**src/rtl/tsn_pkt_pkg.sv**
```systemverilog
// Shared definitions for the packet cache read path.
//  - Line geometry: DW-bit lines, AW-bit cache addresses split into
//    slot ID [AW-1:OFS_W] and line offset [OFS_W-1:0].
//  - Line type codes carried in the top two bits of every line.
//  - Read-controller FSM state encoding.
package tsn_pkt_pkg;

    localparam int DW     = 134;
    localparam int AW     = 12;
    localparam int OFS_W  = 7;
    localparam int SLOT_W = AW - OFS_W;

    localparam logic [1:0] PKT_HEAD = 2'b01;
    localparam logic [1:0] PKT_BODY = 2'b11;
    localparam logic [1:0] PKT_TAIL = 2'b10;

    typedef enum logic [1:0] {
        ST_IDLE  = 2'd0,
        ST_READ  = 2'd1,
        ST_DRAIN = 2'd2,
        ST_DONE  = 2'd3
    } rd_state_e;

    function automatic logic [1:0] line_type(input logic [DW-1:0] line);
        return line[DW-1:DW-2];
    endfunction

endpackage

```
**src/rtl/rd_lat_pipe.sv**
```systemverilog
// Tracks cache reads that are in flight between issue and data return.
// One stage per cycle of RAM latency; each stage holds {valid, last} where
// "last" marks the read of the final line offset of a slot.
// Ports:
//  clk, rst_n   clock, asynchronous active-low reset
//  issue        a read is issued this cycle
//  issue_last   the read issued this cycle targets the final offset
//  ret_valid    read data is on the RAM data bus this cycle
//  ret_last     the returning line is from the final offset
//  pipe_empty   no read in flight at all
//  pipe_clear   nothing in flight behind the returning stage, so the pipe
//               is empty next cycle unless a new read is issued
module rd_lat_pipe #(
    parameter int LAT = 2
) (
    input  logic clk,
    input  logic rst_n,
    input  logic issue,
    input  logic issue_last,
    output logic ret_valid,
    output logic ret_last,
    output logic pipe_empty,
    output logic pipe_clear
);

    logic [LAT-1:0] vld_q;
    logic [LAT-1:0] lst_q;

    // NOTE: the pipe is a handful of flops, so it is reset; an abandoned
    // packet must not leave stale returns that look like live data.
    always_ff @(posedge clk or negedge rst_n) begin
        if (!rst_n) begin
            vld_q <= '0;
            lst_q <= '0;
        end else begin
            // NOTE: non-blocking assignments let every stage sample the
            // previous stage's old value, giving a true shift register.
            vld_q[0] <= issue;
            lst_q[0] <= issue & issue_last;
            for (int i = 1; i < LAT; i++) begin
                vld_q[i] <= vld_q[i-1];
                lst_q[i] <= lst_q[i-1];
            end
        end
    end

    assign ret_valid  = vld_q[LAT-1];
    assign ret_last   = vld_q[LAT-1] & lst_q[LAT-1];
    assign pipe_empty = ~|vld_q;

    always_comb begin
        pipe_clear = 1'b1;
        for (int i = 0; i < LAT - 1; i++) begin
            if (vld_q[i]) pipe_clear = 1'b0;
        end
    end

endmodule

```
**src/rtl/data_rd_ctrl.sv**
```systemverilog
// Read side of the packet data cache. Given a slot base address, streams the
// slot's lines out of the cache RAM from offset 0 until a tail line (or the
// last offset of the slot), forwards each line downstream the cycle it
// returns, and pulses out_ram2addr_valid once the slot can be recycled.
// Ports:
//  clk, rst_n          clock, asynchronous active-low reset
//  in_raddr/_wr        slot base address and its one-cycle strobe
//  out_ram_raddr/_rd   cache RAM read address / enable
//  in_ram_rdata        cache RAM read data, RAM_LAT cycles after the read
//  in_pkt_alf          downstream almost-full, pauses new reads
//  out_pkt_data/_wr    packet line to downstream and its qualifier
//  out_ram2addr_valid  one-cycle pulse, packet fully sent
//  out_rd_err          one-cycle pulse on a protocol error
module data_rd_ctrl
    import tsn_pkt_pkg::*;
#(
    parameter int RAM_LAT = 2
) (
    input  logic          clk,
    input  logic          rst_n,
    input  logic [AW-1:0] in_raddr,
    input  logic          in_raddr_wr,
    output logic [AW-1:0] out_ram_raddr,
    output logic          out_ram_rd,
    input  logic [DW-1:0] in_ram_rdata,
    input  logic          in_pkt_alf,
    output logic [DW-1:0] out_pkt_data,
    output logic          out_pkt_data_wr,
    output logic          out_ram2addr_valid,
    output logic          out_rd_err
);

    rd_state_e          state_q, state_d;
    logic [SLOT_W-1:0]  base_q;
    logic [OFS_W-1:0]   ofs_q;
    logic               tail_sent_q;   // packet's tail already forwarded
    logic               first_q;       // next returned line is the first

    logic        ret_valid, ret_last, pipe_empty, pipe_clear;
    logic [1:0]  ret_type;
    logic        fwd, ret_tail, force_tail, line_end;
    logic        head_err, busy_err, rd;
    logic        issue_last;

    rd_lat_pipe #(.LAT(RAM_LAT)) u_pipe (
        .clk        (clk),
        .rst_n      (rst_n),
        .issue      (rd),
        .issue_last (issue_last),
        .ret_valid  (ret_valid),
        .ret_last   (ret_last),
        .pipe_empty (pipe_empty),
        .pipe_clear (pipe_clear)
    );

    // The low address bits are zero by construction and pipe_empty is implied
    // by the DONE state; both are intentionally not consumed.
    logic unused_ok;
    assign unused_ok = ^{in_raddr[OFS_W-1:0], pipe_empty};

    // NOTE: every signal written here gets a default first, so no path can
    // leave one unassigned and infer a latch.
    always_comb begin
        ret_type   = line_type(in_ram_rdata);
        // Returns after the tail (reads that were already in flight) are dropped.
        fwd        = ret_valid && !tail_sent_q &&
                     (state_q == ST_READ || state_q == ST_DRAIN);
        ret_tail   = fwd && (ret_type == PKT_TAIL);
        force_tail = fwd && ret_last && (ret_type != PKT_TAIL);
        line_end   = ret_tail || force_tail;
        head_err   = fwd && first_q && (ret_type != PKT_HEAD);
        busy_err   = in_raddr_wr && (state_q != ST_IDLE);
        // A tail returning this cycle already ends the packet: stop reading now.
        rd         = (state_q == ST_READ) && !in_pkt_alf && !line_end;
        issue_last = (ofs_q == '1);

        state_d = state_q;
        case (state_q)
            ST_IDLE:  if (in_raddr_wr) state_d = ST_READ;
            ST_READ: begin
                if (line_end)                state_d = pipe_clear ? ST_DONE : ST_DRAIN;
                else if (rd && issue_last)   state_d = ST_DRAIN;
            end
            ST_DRAIN: if (pipe_clear) state_d = ST_DONE;
            ST_DONE:  state_d = ST_IDLE;
            default:  state_d = ST_IDLE;
        endcase
    end

    always_ff @(posedge clk or negedge rst_n) begin
        if (!rst_n) state_q <= ST_IDLE;
        else        state_q <= state_d;
    end

    always_ff @(posedge clk or negedge rst_n) begin
        if (!rst_n) begin
            base_q      <= '0;
            ofs_q       <= '0;
            tail_sent_q <= 1'b0;
            first_q     <= 1'b0;
        end else begin
            if (state_q == ST_IDLE && in_raddr_wr) begin
                base_q      <= in_raddr[AW-1:OFS_W];
                ofs_q       <= '0;
                tail_sent_q <= 1'b0;
                first_q     <= 1'b1;
            end else begin
                if (rd)       ofs_q       <= ofs_q + 1'b1;
                if (fwd)      first_q     <= 1'b0;
                if (line_end) tail_sent_q <= 1'b1;
            end
        end
    end

    assign out_ram_rd         = rd;
    assign out_ram_raddr      = rd ? {base_q, ofs_q} : '0;
    assign out_pkt_data_wr    = fwd;
    assign out_pkt_data       = !fwd      ? '0 :
                                force_tail ? {PKT_TAIL, in_ram_rdata[DW-3:0]} :
                                             in_ram_rdata;
    assign out_ram2addr_valid = (state_q == ST_DONE);
    assign out_rd_err         = head_err || force_tail || busy_err;

endmodule
```
**config.mk**
```make
export PLATFORM = sky130hd
export DESIGN_NAME = data_rd_ctrl
export DESIGN_NICKNAME = d
export VERILOG_FILES = /design/src/rtl/tsn_pkt_pkg.sv /design/src/rtl/rd_lat_pipe.sv /design/src/rtl/data_rd_ctrl.sv
export SDC_FILE = /design/constraint.sdc
export NUM_CORES = 1
export LEC_CHECK = 0
export BUFFER_PORTS_ARGS = -buffer_cell sky130_fd_sc_hd__buf_4
export CAP_MARGIN = 20
export CORE_AREA = 2 2 115 117
export CTS_BUF_LIST = sky130_fd_sc_hd__clkbuf_8
export DETAILED_ROUTE_END_ITERATION = 8
export DIE_AREA = 0 0 117 119
export SKIP_CTS_REPAIR_TIMING = 1
export SYNTH_ARGS = -nofsm -noshare
export SYNTH_HDL_FRONTEND = slang
export SYNTH_SLANG_ARGS = --single-unit
```
**constraint.sdc**
```tcl
create_clock -name clk -period 1.85 [get_ports clk]
set_input_delay 0.2775 -clock clk [delete_from_list [all_inputs] [get_ports clk]]
set_output_delay 0.2775 -clock clk [all_outputs]
set_load 0.01 [all_outputs]
```
==> qor.yml <==
logic_synthesis:
  synth_area_leaders: "and2_1, dfrtp_1, nand2_1"
  yosysTopAreaCell: "and2_1"
  yosysSeqAreaShare_pct: 25.4
  synth-compound-area-share_pct: 8.05
  synthAdderAreaFrac_pct: 3.17
  synthSimpleGateAreaFrac_pct: 57.5
  ys_ff_latch: 20
  syn_area_sq_mm: 0.00197
  synth.distinct_cells: 34
  synth_commonest_cells: "and2_1, nand2_1, dfrtp_1, clkbuf_1"
  synthMuxAreaShare_pct: 1.08
  ys_warn_count: 0
  syn_nets: 420
  syn_avg_cell_area_sq_um: 7.45
  yosys.area.top_type_share_pct: 45.7
  yosysMostFrequentCell: "and2_1"
  synth_edf_count: 0
  syn_inst: 265
  synth-xor-area-share_pct: 0
  ys.flop_type: "dfrtp_1"
  synth_top_family_by_area: "simple AND/OR/NAND/NOR gates"
  synthArstFlopShare_pct: 100
worst_setup_path:
  end_kind: "output port"
  critPathArrivalTime_ns: 1.86
  crit_path_start_kind: "flop"
  regToRegEndpoint: "state_q[1]$_DFFE_PN0P_"
  crit_required_ns: 1.57
  rr_startpoint: "state_q[0]$_DFFE_PN0P_"
  worstSetupStartpoint: "state_q[0]$_DFFE_PN0P_"
  path_max_fanout: 22
  crit_end: "out_pkt_data[83]"
  r2r_slack_ns: 0.03
  r2r_cells: 7
  critical_path_class: "flop to output port"
sta:
  finalHoldViolCount: 0
  setup_slack_ns: -0.290
  rsz0062_at_grt: "true"
  fmax_mhz: 467
  worstMarginPinSlew_ns: 0.371
  clock_skew_ns: 0.00610
  timing.final.crit_share_pct: 116
  setup_viol: 148
  setup_tns_ns: -34.72
  drv_slew: 0
  period_minus_slack_ns: 2.14
  slew_headroom_pct: 75.2
status:
  status: "complete, but fails checks"
  failed_checks: "setup timing"
global_routing:
  grt_pass1_vias: 2850
  antenna_found_initial: 3
  grt_pass1_wl_mm: 17.2
  grt.overflow.total: 0
  track_usage_pct: 16.2
  grt_start_max_net_pins: 88
detailed_routing:
  ant_nets: 0
  vias: 3064
  drc: 0
  vias_per_cell: 4.10
  wl_mm: 13.4
  wl_per_cell_um: 18.0
  drt_first_pass_iters: 4
  drt_iter0_drc: 84
pwr:
  power.total_uw: 3800
  powerDensity_mw_per_mm2: 793
  total_leakage_power_uw: 0.00261
  ir_drop_mv: 0.479
floorplan:
  num_rows: 42
  dieArea_sq_mm: 0.0139
  core_sq_mm: 0.0129
  die_h_um: 119
  io_pins: 300
  die_w_um: 117
  start_util_pct: 15.3
clocking:
  h-tree-depth: 1
  clkSinkCount: 20
  path_clk_slew_ns: 0.08
  clk_path_buf_depth: 2
  cts_tree: "done"
  insertion_delay_ns: 0.26
  clock_tree.root_cell: "clkbuf_8"
  numCtsBuffers: 3
placed_design:
  gp_congestion: 0.875
  portBuffers: 292
  hpwl_mm: 10.5
cells_and_area:
  areaGrowthSynthToFinish_pct: 143
  fin_nets: 725
  seq_area_sq_um: 500
  multiInputGateArea_sq_mm: 0.00145
  num-fill-cells: 1354
  drive_gt1_share_pct: 60.6
job:
  maxCapViolations: 0
worst_hold_path:
  hold_class: "primary input to flop"
## per-stage QoR
step                hold WS, ns  area, sq um  worst slack (ns)  cells  utilization [%]
floorplan               -0.0181         2020           -0.0196    265                -
global placement          0.173         4470           -0.0379    728             34.7
detailed placement        0.174         4470           -0.0554    728             34.7
CTS                      -0.107         4530            -0.348    732             35.2
global route              0.219         4790            -0.379    746             37.2
finish                    0.212         4800            -0.290    747             37.2
## worst min path at each step
stage	startpoint	endpoint	slack [ns]	cells after the start
5_1_grt	in_raddr[9]	base_q[2]$_DFFE_PN0P_	0.22	3
3_3_place_gp	rst_n	ofs_q[2]$_DFFE_PN0P_	0.17	1
6_report	in_raddr[9]	base_q[2]$_DFFE_PN0P_	0.21	3
4_1_cts	rst_n	ofs_q[2]$_DFFE_PN0P_	-0.11	1
3_5_place_dp	rst_n	ofs_q[2]$_DFFE_PN0P_	0.17	1
2_1_floorplan	rst_n	base_q[0]$_DFFE_PN0P_	-0.02	0
## where the power goes
group          switching [uW]  internal [uW]
logic                    1290           1510
registers                91.0            570
clock network             146            189
total                    1530           2270
## area by class of cell
| class | count | share of cell area, % |
|---|---|---|
| Clock buffer | 4 | 1.15 |
| Tap cell | 176 | 4.59 |
| Sequential cell | 20 | 10.4 |
| Antenna cell | 2 | 0.104 |
| Inverter | 6 | 0.574 |
| Timing Repair Buffer | 319 | 52.9 |
| Multi-Input combinational cell | 220 | 30.3 |
## state kept, by name (all words and copies together) (netlist names)
| register | count |
|---|---|
| base_q | 5 |
| first_q | 1 |
| state_q | 2 |
| ofs_q | 7 |
| u_pipe.vld_q | 2 |
| tail_sent_q | 1 |
| u_pipe.lst_q | 2 |
## kinds of logic (layout without fill, tap and decap cells)
| family | after synthesis | in the layout |
|---|---|---|
| fa+ha+maj | 5 | 5 |
| other cells | 0 | 2 |
| mux | 2 | 2 |
| buf+inv | 25 | 329 |
| flops | 20 | 20 |
| compound gates | 23 | 23 |
| simple gates | 190 | 190 |
## worst max-delay path: stages (launching register included)
cell	delay, ns
dfrtp_1	0.37
inv_2	0.06
ha_4	0.25
and3b_4	0.23
buf_4	0.19
clkbuf_16	0.21
and2_1	0.16
buf_4	0.12
## cells in the final DEF (no fill, tap or decap), types with 3 or more instances in the layout
master and count:
clkbuf_16 3, clkbuf_8 4, or4_1 4, nand4_1 3, nand2_1 24, nor2_1 3, and2_4 8, buf_4 300
and2_1 136, inv_1 3, o31ai_1 4, dfrtp_1 20, buf_6 12, a21oi_1 6
## metal layers
layer	track usage [%]	wire length [um]	vias to the layer above
li1	-	-	1452
met1	21.0	5430	1444
met4	2.65	155	4
met5	0	27	-
met2	24.5	5910	150
met3	8.45	1920	14
No activity file was read; power rests on OpenSTA's default activity.
